--- src/rtl/lotr_run_ctrl.sv ---
// lotr_run_ctrl: run/reset/single-step sequencer between the board buttons
// and switches and the lotr core cluster. Runs entirely in the QClk domain.
//   QClk          core clock, rising edge
//   RstQnnnH      asynchronous active-high reset
//   Button0N      raw active-low button: core reset request
//   Button1N      raw active-low button: step request
//   SwStepMode    raw switch: 1 = step mode, 0 = free-run
//   CoreRstQnnnH  registered reset to the core cluster
//   CoreEnQnnnH   registered clock-enable to the core cluster
//   CtrlState     0 RST_HOLD, 1 RUN, 2 STEP_IDLE, 3 STEP_BURST
//   StepCount     step bursts started since reset, wraps 255->0
module lotr_run_ctrl #(
  parameter int unsigned DEB_CYCLES  = 500,
  parameter int unsigned RST_HOLD    = 16,
  parameter int unsigned STEP_CYCLES = 1,
  parameter int unsigned CNT_W       = 10
) (
  input  logic       QClk,
  input  logic       RstQnnnH,
  input  logic       Button0N,
  input  logic       Button1N,
  input  logic       SwStepMode,
  output logic       CoreRstQnnnH,
  output logic       CoreEnQnnnH,
  output logic [1:0] CtrlState,
  output logic [7:0] StepCount
);

  typedef enum logic [1:0] {
    ST_RST_HOLD   = 2'd0,
    ST_RUN        = 2'd1,
    ST_STEP_IDLE  = 2'd2,
    ST_STEP_BURST = 2'd3
  } state_e;

  localparam logic [CNT_W-1:0] DEB_LAST   = CNT_W'(DEB_CYCLES - 1);
  localparam logic [CNT_W-1:0] HOLD_LAST  = CNT_W'(RST_HOLD - 1);
  localparam logic [CNT_W-1:0] BURST_LAST = CNT_W'(STEP_CYCLES - 1);

  // bit 0 = Button0N, bit 1 = Button1N, bit 2 = SwStepMode
  logic [2:0] sync1_q, sync1_d, sync2_q, sync2_d;

  logic [1:0]            deb_q, deb_d;
  logic [1:0][CNT_W-1:0] deb_cnt_q, deb_cnt_d;
  logic [1:0]            press_q, press_d;

  state_e           state_q, state_d;
  logic [CNT_W-1:0] hold_cnt_q, hold_cnt_d;
  logic [CNT_W-1:0] burst_cnt_q, burst_cnt_d;
  logic [7:0]       step_cnt_q, step_cnt_d;
  logic             core_rst_q, core_rst_d;
  logic             core_en_q, core_en_d;

  logic mode;
  assign mode = sync2_q[2];

  always_comb begin
    sync1_d = {SwStepMode, Button1N, Button0N};
    sync2_d = sync1_q;
  end

  // A level is accepted after DEB_CYCLES consecutive mismatching cycles;
  // any cycle of agreement restarts the count.
  always_comb begin
    deb_d     = deb_q;
    deb_cnt_d = '0;
    press_d   = '0;
    for (int unsigned i = 0; i < 2; i++) begin
      if (sync2_q[i] != deb_q[i]) begin
        if (deb_cnt_q[i] == DEB_LAST) begin
          deb_d[i] = sync2_q[i];
        end else begin
          deb_cnt_d[i] = deb_cnt_q[i] + 1'b1;
        end
      end
      press_d[i] = deb_q[i] & ~deb_d[i];
    end
  end

  always_comb begin
    state_d     = state_q;
    hold_cnt_d  = hold_cnt_q;
    burst_cnt_d = burst_cnt_q;
    step_cnt_d  = step_cnt_q;
    if (press_q[0]) begin
      state_d    = ST_RST_HOLD;
      hold_cnt_d = '0;
    end else begin
      unique case (state_q)
        ST_RST_HOLD: begin
          if (hold_cnt_q == HOLD_LAST) begin
            hold_cnt_d = '0;
            state_d    = mode ? ST_STEP_IDLE : ST_RUN;
          end else begin
            hold_cnt_d = hold_cnt_q + 1'b1;
          end
        end
        ST_RUN: begin
          if (mode) state_d = ST_STEP_IDLE;
        end
        ST_STEP_IDLE: begin
          if (press_q[1]) begin
            state_d     = ST_STEP_BURST;
            burst_cnt_d = '0;
            step_cnt_d  = step_cnt_q + 1'b1;
          end else if (!mode) begin
            state_d = ST_RUN;
          end
        end
        ST_STEP_BURST: begin
          if (burst_cnt_q == BURST_LAST) begin
            burst_cnt_d = '0;
            state_d     = ST_STEP_IDLE;
          end else begin
            burst_cnt_d = burst_cnt_q + 1'b1;
          end
        end
        default: state_d = ST_RST_HOLD;
      endcase
    end
    // Outputs are decoded from the next state so they switch on the entry edge.
    core_rst_d = (state_d == ST_RST_HOLD);
    core_en_d  = (state_d == ST_RUN) || (state_d == ST_STEP_BURST);
  end

  always_ff @(posedge QClk or posedge RstQnnnH) begin
    if (RstQnnnH) begin
      sync1_q     <= '1;
      sync2_q     <= '1;
      deb_q       <= '1;
      deb_cnt_q   <= '0;
      press_q     <= '0;
      state_q     <= ST_RST_HOLD;
      hold_cnt_q  <= '0;
      burst_cnt_q <= '0;
      step_cnt_q  <= '0;
      core_rst_q  <= 1'b1;
      core_en_q   <= 1'b0;
    end else begin
      sync1_q     <= sync1_d;
      sync2_q     <= sync2_d;
      deb_q       <= deb_d;
      deb_cnt_q   <= deb_cnt_d;
      press_q     <= press_d;
      state_q     <= state_d;
      hold_cnt_q  <= hold_cnt_d;
      burst_cnt_q <= burst_cnt_d;
      step_cnt_q  <= step_cnt_d;
      core_rst_q  <= core_rst_d;
      core_en_q   <= core_en_d;
    end
  end

  assign CoreRstQnnnH = core_rst_q;
  assign CoreEnQnnnH  = core_en_q;
  assign CtrlState    = state_q;
  assign StepCount    = step_cnt_q;

endmodule

--- config.mk ---
export PLATFORM = sky130hd
export DESIGN_NAME = lotr_run_ctrl
export DESIGN_NICKNAME = d
export VERILOG_FILES = /design/src/rtl/lotr_run_ctrl.sv
export SDC_FILE = /design/constraint.sdc
export NUM_CORES = 1
export LEC_CHECK = 0
export CORE_MARGIN = 1
export CORE_UTILIZATION = 59
export CTS_BUF_LIST = sky130_fd_sc_hd__clkbuf_16
export CTS_CLUSTER_SIZE = 20
export DETAILED_ROUTE_END_ITERATION = 16
export GPL_TIMING_DRIVEN = 1
export PLACE_DENSITY = 0.81
export RECOVER_POWER = 50
export SYNTH_ARGS = -nofsm -noshare
export SYNTH_HDL_FRONTEND = slang
export SYNTH_SLANG_ARGS = --single-unit
--- constraint.sdc ---
create_clock -name QClk -period 2.1 [get_ports QClk]
set_input_delay 0.42 -clock QClk [delete_from_list [all_inputs] [get_ports QClk]]
set_output_delay 0.42 -clock QClk [all_outputs]
set_load 0.01 [all_outputs]
# Yosys cells after proc, flatten, opt, wreduce, memory -nomap -nowiden
# Index checks and enable logic that the tools add are counted.
word_totals:
  register_bits: 62
  elab_cells: 63
  input_bits: 5
classes:
  n_reduce_logical: 8
  eq_ne: 11
  n_mux: 22
  bitwise_logic: 5
  add_sub_neg: 5
op_table:
  columns: ["op", "count"]
  rows:
  - ["two-way mux 10 bit", 9]
  - ["adder 10 x 1 -> 10 bit (second input constant)", 4]
  - ["equality test 10 x 9 -> 1 bit (second input constant)", 2]
  - ["case mux 10 bit (2 select lines)", 1]
  - ["two-way mux 2 bit", 7]
  - ["equality test 10 x 4 -> 1 bit (second input constant)", 1]
  - ["zero test 10 bit", 1]
  - ["adder 8 x 1 -> 8 bit (second input constant)", 1]
  - ["case mux 2 bit (4 select lines)", 1]
  - ["equality test 2 bit (second input constant)", 3]
  - ["AND reduction 3 bit", 2]
  - ["equality test 2 x 1 -> 1 bit (second input constant)", 2]
  - ["zero test 2 bit", 2]
  - ["two-way mux 1 bit", 4]
  - ["nonzero test 2 bit", 2]
  - ["NOT 1 bit", 3]
  - ["AND 1 bit", 2]
  - ["inequality test 1 bit", 2]
  - ["inequality test 2 bit (second input constant)", 1]
  - ["logical OR 1 bit", 1]

# Logic depth before layout (Yosys ltp)
# Gate-level depths: netlist of run 1.
logic_depth:
  word_depth: 6
  ltp_mapped: 7
  ltp_nobuf: 6

# Least setup slack after synthesis of run 1
# No wires, ideal clock.
synth_timing:
  path_kind: "register to register"
  from: "register state_q[1], in the netlist CtrlState[1]"
  to: "register burst_cnt_q[9]"
  path_buffers: 3
  required_ps: 2027
  setup_ps: 73
  arrival_ps: 1674
  slack_ps: 352
  path_stages_with_launch: 8
  synth_period_minus_slack_ps: 1748
  cell_sequence: "dfrtp_1 buf_6 nand2b_4 buf_6 or2_1 buf_6 or4_4 a21oi_2"
synth_via:
  elab_chain_cells: 3
  elab_cells_between_ends: 6
synth_lines:
  columns: ["element", "line", "text"]
  rows:
  - ["start, declared", "47", "state_e state_q, state_d;"]
  - ["start signal, assigned", "145", "state_q <= state_d;"]
  - ["equality test 2 bit", "89", "unique case (state_q)"]
  - ["inequality test 2 bit (no source line) / nonzero test 2 bit (equally long branches)", null, null]
  - ["AND reduction 3 bit (no source line)", null, null]
  - ["end signal, assigned", "147", "burst_cnt_q <= burst_cnt_d;"]
  - ["end, declared", "49", "logic [CNT_W-1:0] burst_cnt_q, burst_cnt_d;"]
# Several ways; a longest one is shown, not always the timed one.
# A chain may end at the register's enable or synchronous reset.

# Worst setup path in the final report of run 1
layout_timing:
  from: "register state_q[1], in the netlist CtrlState[1]"
  to: "output CtrlState[1]"
layout_lines:
  columns: ["element", "line", "text"]
  rows:
  - ["end, declared", "25", "output logic [1:0] CtrlState,"]
# No word-level cell between the ends.

==> results of run 1 <==
-- final cells by class --
type                    count  area (sq um)  area share (%)
flip-flops and latches     61          1538           47.09
multi-input cells         190          1221           37.39
clock buffers               9         225.2           6.897
repair buffers             18         168.9           5.172
well taps                  52         65.06           1.992
clock inverters             6         25.02          0.7663
inverters                   6         22.52          0.6897
-- report_power, final --
group / switching, mW / total (mW) / leakage (nW) / internal [mW]
logic: 0.271 / 0.465 / 0.503 / 0.194
clock network: 0.460 / 1.23 / 0.133 / 0.766
registers: 0.121 / 1.41 / 0.805 / 1.28
total: 0.852 / 3.10 / 1.44 / 2.25
-- logic make-up (layout without fill, tap and decap cells) --
logic type | Yosys count | after routing | share of synthesized area (%)
compound gates | 14 | 14 | 3.491
fa+ha+maj | 6 | 6 | 2.651
mux | 3 | 3 | 1.193
flops | 61 | 61 | 54.31
buf+inv | 12 | 39 | 2.563
simple gates | 127 | 127 | 23.42
xor+xnor | 40 | 40 | 12.37
-- per-layer routing --
layer  global-route usage [%]  wire length [um]
met1                    28.74              2320
met2                    36.61              2322
met3                    7.032               164
met4                    9.778                74
met5                        0                 0
-- worst max-delay path by stage --
| stage | slack, ns | cells after the start | end | start |
|---|---|---|---|---|
| final | 0.22 | 1 | CtrlState[1] | CtrlState[1] |
| after detailed placement | 0.34 | 4 | burst_cnt_q[9] | press_q[0] |
| after global routing | 0.11 | 3 | deb_cnt_q[11] | RstQnnnH |
| after global placement | 0.37 | 4 | burst_cnt_q[9] | press_q[0] |
| after floorplan | 0.18 | 1 | CtrlState[0] | RstQnnnH |
| after CTS | 0.21 | 1 | CtrlState[1] | CtrlState[1] |
-- stage by stage --
step / hold WS, ns / total power, mW / utilization, % / instance area, sq um
after global routing: 0.3553 / 3.259 / 72.99 / 3266
after detailed placement: 0.3468 / 1.886 / 67.53 / 3022
after global placement: 0.3458 / 1.867 / 67.53 / 3022
after CTS: 0.3537 / 3.129 / 73.13 / 3272
after floorplan: 0.3452 / 1.782 / - / 2831
final: 0.3536 / 3.097 / 72.99 / 3266
-- layout by cell type (no fill, tap or decap), drive strengths merged --
cell type,count
or4,1
and4bb,1
nor4bb,1
a21oi,3
nor2,42
mux2,3
a311oi,1
clkinv,4
clkbuf,11
dlygate4sd3,3
a22oi,1
xor2,21
dfrtp,52
and4,5
a41oi,1
and2,4
o31ai,2
nand3,15
nor4,5
and3,5
nor2b,1
nand4,13
or2,2
clkdlybuf4s50,13
nor3b,3
o21a,1
nor4b,2
nand2,18
ha,6
xnor2,19
a41o,1
dfstp,9
or3,1
o21ai,3
nor3,5
nand2b,3
o21bai,1
inv,8
-- sequential cells by signal, summed over array words and instances (netlist names) --
signal,count
deb_cnt_q,20
burst_cnt_q,10
hold_cnt_q,10
StepCount,8
sync1_q,3
sync2_q,3
CtrlState,2
deb_q,2
press_q,2
CoreRstQnnnH,1
==> results.toml, run 1 <==
[status]
outcome = "complete, but fails checks"
violations = "DRC"

[cells_and_area]
num-fill-cells = 313
syn_to_final_growth_pct = 15.33
antenna_cells = 0
drive_above_1_share_pct = 10.00
fin_nets = 297
final_cells = 342

[power_and_ir_drop]
p_leak_nw = 1.440
pwr_density_cell_nw_per_um2 = 948.3
peakVddDrop_mv = 0.6179

[floorplan]
io_pins = 17
die_h_um = 71.28
core-area_sq_um = 4474
initial_core_util_pct = 63.28
die_w_um = 71.28
placementRows = 24
die_area_sq_um = 5080

[yosys]
synthMostInstantiatedCell = "dfrtp_1"
synth_nets = 274
synth-main-ff-cell = "dfrtp_1"
netlist.area_leader.share_pct = 45.96
ys_ff_latch = 61
ys_seq_area_share_pct = 54.31
synth-edff-count = 0
avgSynthCellArea_sq_um = 10.77
netlist_instances = 263
syn_area_sq_um = 2831
synth_largest_area_cell = "dfrtp_1"
synth_area_leaders = "dfrtp_1, dfstp_2, xor2_1, xnor2_1, nor2_1"
ys_types = 41
synth_warnings = 0
yosys-top-cells-count = "dfrtp_1, nor2_1, xor2_1"
async_flop_share_pct = 100.0

[worst_hold_path]
hold_depth = 0
min_to = "sync2_q[2]"
holdCritPathClass = "register to register"
holdCritStartpoint = "sync1_q[2]"

[timing]
final.setup_skew_ns = 0.007263
hold_viol = 0
period_share_pct = 89.34
worst_pin_slew_ns = 1.289
tns_ns = 0
slew_violations = 0
fmax_mhz = 533.0
rsz0062_at_grt = "no"
relSlewSlack_pct = 14.09
final.setup.worst_slack_ns = 0.2238
period_minus_slack_ns = 1.876
setup_viol = 0

[place]
dpl.hpwl_um = 3320
portBuffers = 16
placed_cells = 327
dp_slack_ns = 0.3438
gp_congestion = 0.8571

[clocking]
ctsHtreeMaxLevel = 3
cts_tree = "built"
hold_buffers = 0
cts_buffers = 9
cts_root_buf = "clkbuf_16"
cts_setup_buffers = 0
clkTransAtPathRegs_ns = 0.05
cts_resized = 0
cts_buffer_depth = 2
clock-sinks = 61
clkLatencyLatePin_ns = 0.32

[setup_path]
required_ns = 1.68
cp_top_family = "buffers and inverters"
worstRegToRegCells = 4
rr_endpoint = "burst_cnt_q[9]"
worst_path_max_delay_cell = "clkdlybuf4s50_1"
critPathKind = "register to primary output"
crit_arrival_ns = 1.46
reg2reg_slack_ns = 0.32
crit_path_max_fanout = 10
start_kind = "register"
end_kind = "primary output"
worst-path-buf-inv = 1
max_stage_delay_ns = 0.61
path_cells = "clkdlybuf4s50_1"
reg2reg_from = "press_q[0]"

[global_routing]
grt_overflow = 0
grt_pass1_wl_um = 8749
grt_max_degree = 37
track_usage_pct = 22.76
antenna_found_initial = 0
first_global_vias = 1962

[routing]
drc_errors = 1
initialDrtViolationCount = 107
vias = 1914
drt-total-wl_um = 4882
ant_nets = 0
vias_per_cell = 5.596
first_pass_iters = 10
wl_per_cell_um = 14.27

[run]
drv_cap = 0
No activity file was read; power rests on OpenSTA's default activity.
==> inputs of run 2 (changes only) <==
CORE_ASPECT_RATIO = 1.75   (was unset)
CTS_CLUSTER_SIZE = 40   (was 20)
==> results.toml, run 2 (synthesis results as in run 1) <==
[routing]
vias = 2013
drc_errors = 0
vias_per_cell = 5.801
ant_nets = 0
wl_per_cell_um = 15.25
initialDrtViolationCount = 38
drt-total-wl_um = 5292
first_pass_iters = 4

[timing]
final.setup.worst_slack_ns = 0.2230
rsz0062_at_grt = "no"
worst_pin_slew_ns = 0.6462
period_minus_slack_ns = 1.877
relSlewSlack_pct = 56.87
final.setup_skew_ns = 0.007222
slew_violations = 0
setup_viol = 0
tns_ns = 0
hold_viol = 0
fmax_mhz = 532.8
hold_slack_ns = 0.3533
period_share_pct = 89.38

[floorplan]
die_w_um = 54.37
die_area_sq_um = 5091
initial_core_util_pct = 60.69
io_pins = 17
placementRows = 33
core-area_sq_um = 4666
die_h_um = 93.64

[place]
portBuffers = 16
post_dp_cell_area_sq_um = 3077
gp_congestion = 0.8492
dpl.hpwl_um = 3465
dp_slack_ns = 0.4243

[cells_and_area]
syn_to_final_growth_pct = 18.43
final_cell_area_sq_um = 3353
layout_common_cells = "dfrtp_1, nor2_1, xor2_1, xnor2_1, nand2_1"
drive_above_1_share_pct = 12.20
top_register = "deb_cnt_q"
final_common_cell = "dfrtp_1"
fin_nets = 301
reg_top3 = "deb_cnt_q (20), burst_cnt_q (10), hold_cnt_q (10)"
largest_register_ff_count = 20
antenna_cells = 0

[global_routing]
grt_max_degree = 25
antenna_found_initial = 0
track_usage_pct = 24.72
grt_pass1_wl_um = 8818
grt_overflow = 0
first_global_vias = 1982

[setup_path]
worst-path-buf-inv = 1
required_ns = 1.68
path_cells = "clkdlybuf4s50_1"
worst_path_max_delay_cell = "clkdlybuf4s50_1"
cp_top_family = "buffers and inverters"
crit_path_max_fanout = 10
end_kind = "primary output"
max_stage_delay_ns = 0.61
critPathKind = "register to primary output"
start_kind = "register"
crit_arrival_ns = 1.46

[clocking]
cts_buffers = 9
cts_buffer_depth = 2
clkLatencyLatePin_ns = 0.33
cts_root_buf = "clkbuf_16"
cts_tree = "built"
cts_resized = 0
cts_setup_buffers = 0
hold_buffers = 0
clock-sinks = 61
ctsHtreeMaxLevel = 3
clkTransAtPathRegs_ns = 0.05

[status]
outcome = "complete, no violations"

[power_and_ir_drop]
pwr-share-comb_pct = 15.7
pwr_density_cell_nw_per_um2 = 1024
peakVddDrop_mv = 0.9757
p_leak_nw = 1.484
power_switching_uw = 899.6
clkPwrFrac_pct = 44.0
p_sw_share_pct = 26.19
power_frac_seq_pct = 40.3
internal_power_mw = 2.536

[worst_hold_path]
holdCritPathClass = "register to register"

[run]
drv_cap = 0
==> run 2: cell count changes in the layout (fill, tap and decap cells not counted) <==
cell,previous run,this run
and2_0,0,2
and2_1,4,2
buf_4,0,4
bufinv_16,0,2
clkbuf_1,1,0
clkbuf_2,1,2
clkdlybuf4s50_1,13,12
dlygate4sd3_1,3,4
inv_1,8,7
==> run 2: metrics by stage <==
step / power [mW] / cells / util (%)
after detailed placement: 1.941 / 331 / 65.94
after floorplan: 1.782 / 263 / -
after global placement: 1.918 / 331 / 65.94
final: 3.435 / 347 / 71.87
after global routing: 3.598 / 347 / 71.87
after CTS: 3.470 / 347 / 72.51
==> run 2: cell type report <==
type / instances / area (sq um)
clock inverter: 7 / 81.33
multi-input combinational: 190 / 1221
inverter: 6 / 22.52
fill: 330 / 1313
sequential: 61 / 1538
clock buffer: 9 / 225.2
tap: 52 / 65.06
timing repair buffer: 22 / 200.2
==> run 2: per-layer routing <==
| metal | vias up | part of all wire [%] | GRT usage (%) |
|---|---|---|---|
| met2 | 22 | 56 | 40.75 |
| met1 | 1024 | 40 | 27.16 |
| met4 | 0 | 1.8 | 12.18 |
| met5 | - | 0 | 0 |
| li1 | 960 | - | - |
| met3 | 7 | 2.0 | 8.130 |
==> run 2: worst paths after layout <==
kind,startpoint,end,slack [ns],cells after the start
max,CtrlState[1],CtrlState[1],0.22,1
min,sync1_q[1],sync2_q[1],0.35,0
max reg2reg,press_q[0],burst_cnt_q[9],0.42,4
min reg2reg,sync1_q[1],sync2_q[1],0.35,0
max in group asynchronous,RstQnnnH,burst_cnt_q[9],0.49,3
min in group asynchronous,RstQnnnH,hold_cnt_q[5],0.63,2
==> run 2: power groups by stage <==
stage	logic, mW	registers, mW	clock network [mW]
detailed placement	0.538	1.40	0
finish	0.539	1.39	1.51
global route	0.596	1.41	1.59
CTS	0.548	1.38	1.54
global placement	0.522	1.40	0
floorplan	0.398	1.38	0
==> inputs of run 3 (changes only) <==
HOLD_SLACK_MARGIN = 0.03   (was unset)
==> results of run 3 <==
No change in the layout: final DEF, timing and power equal those of run 2.
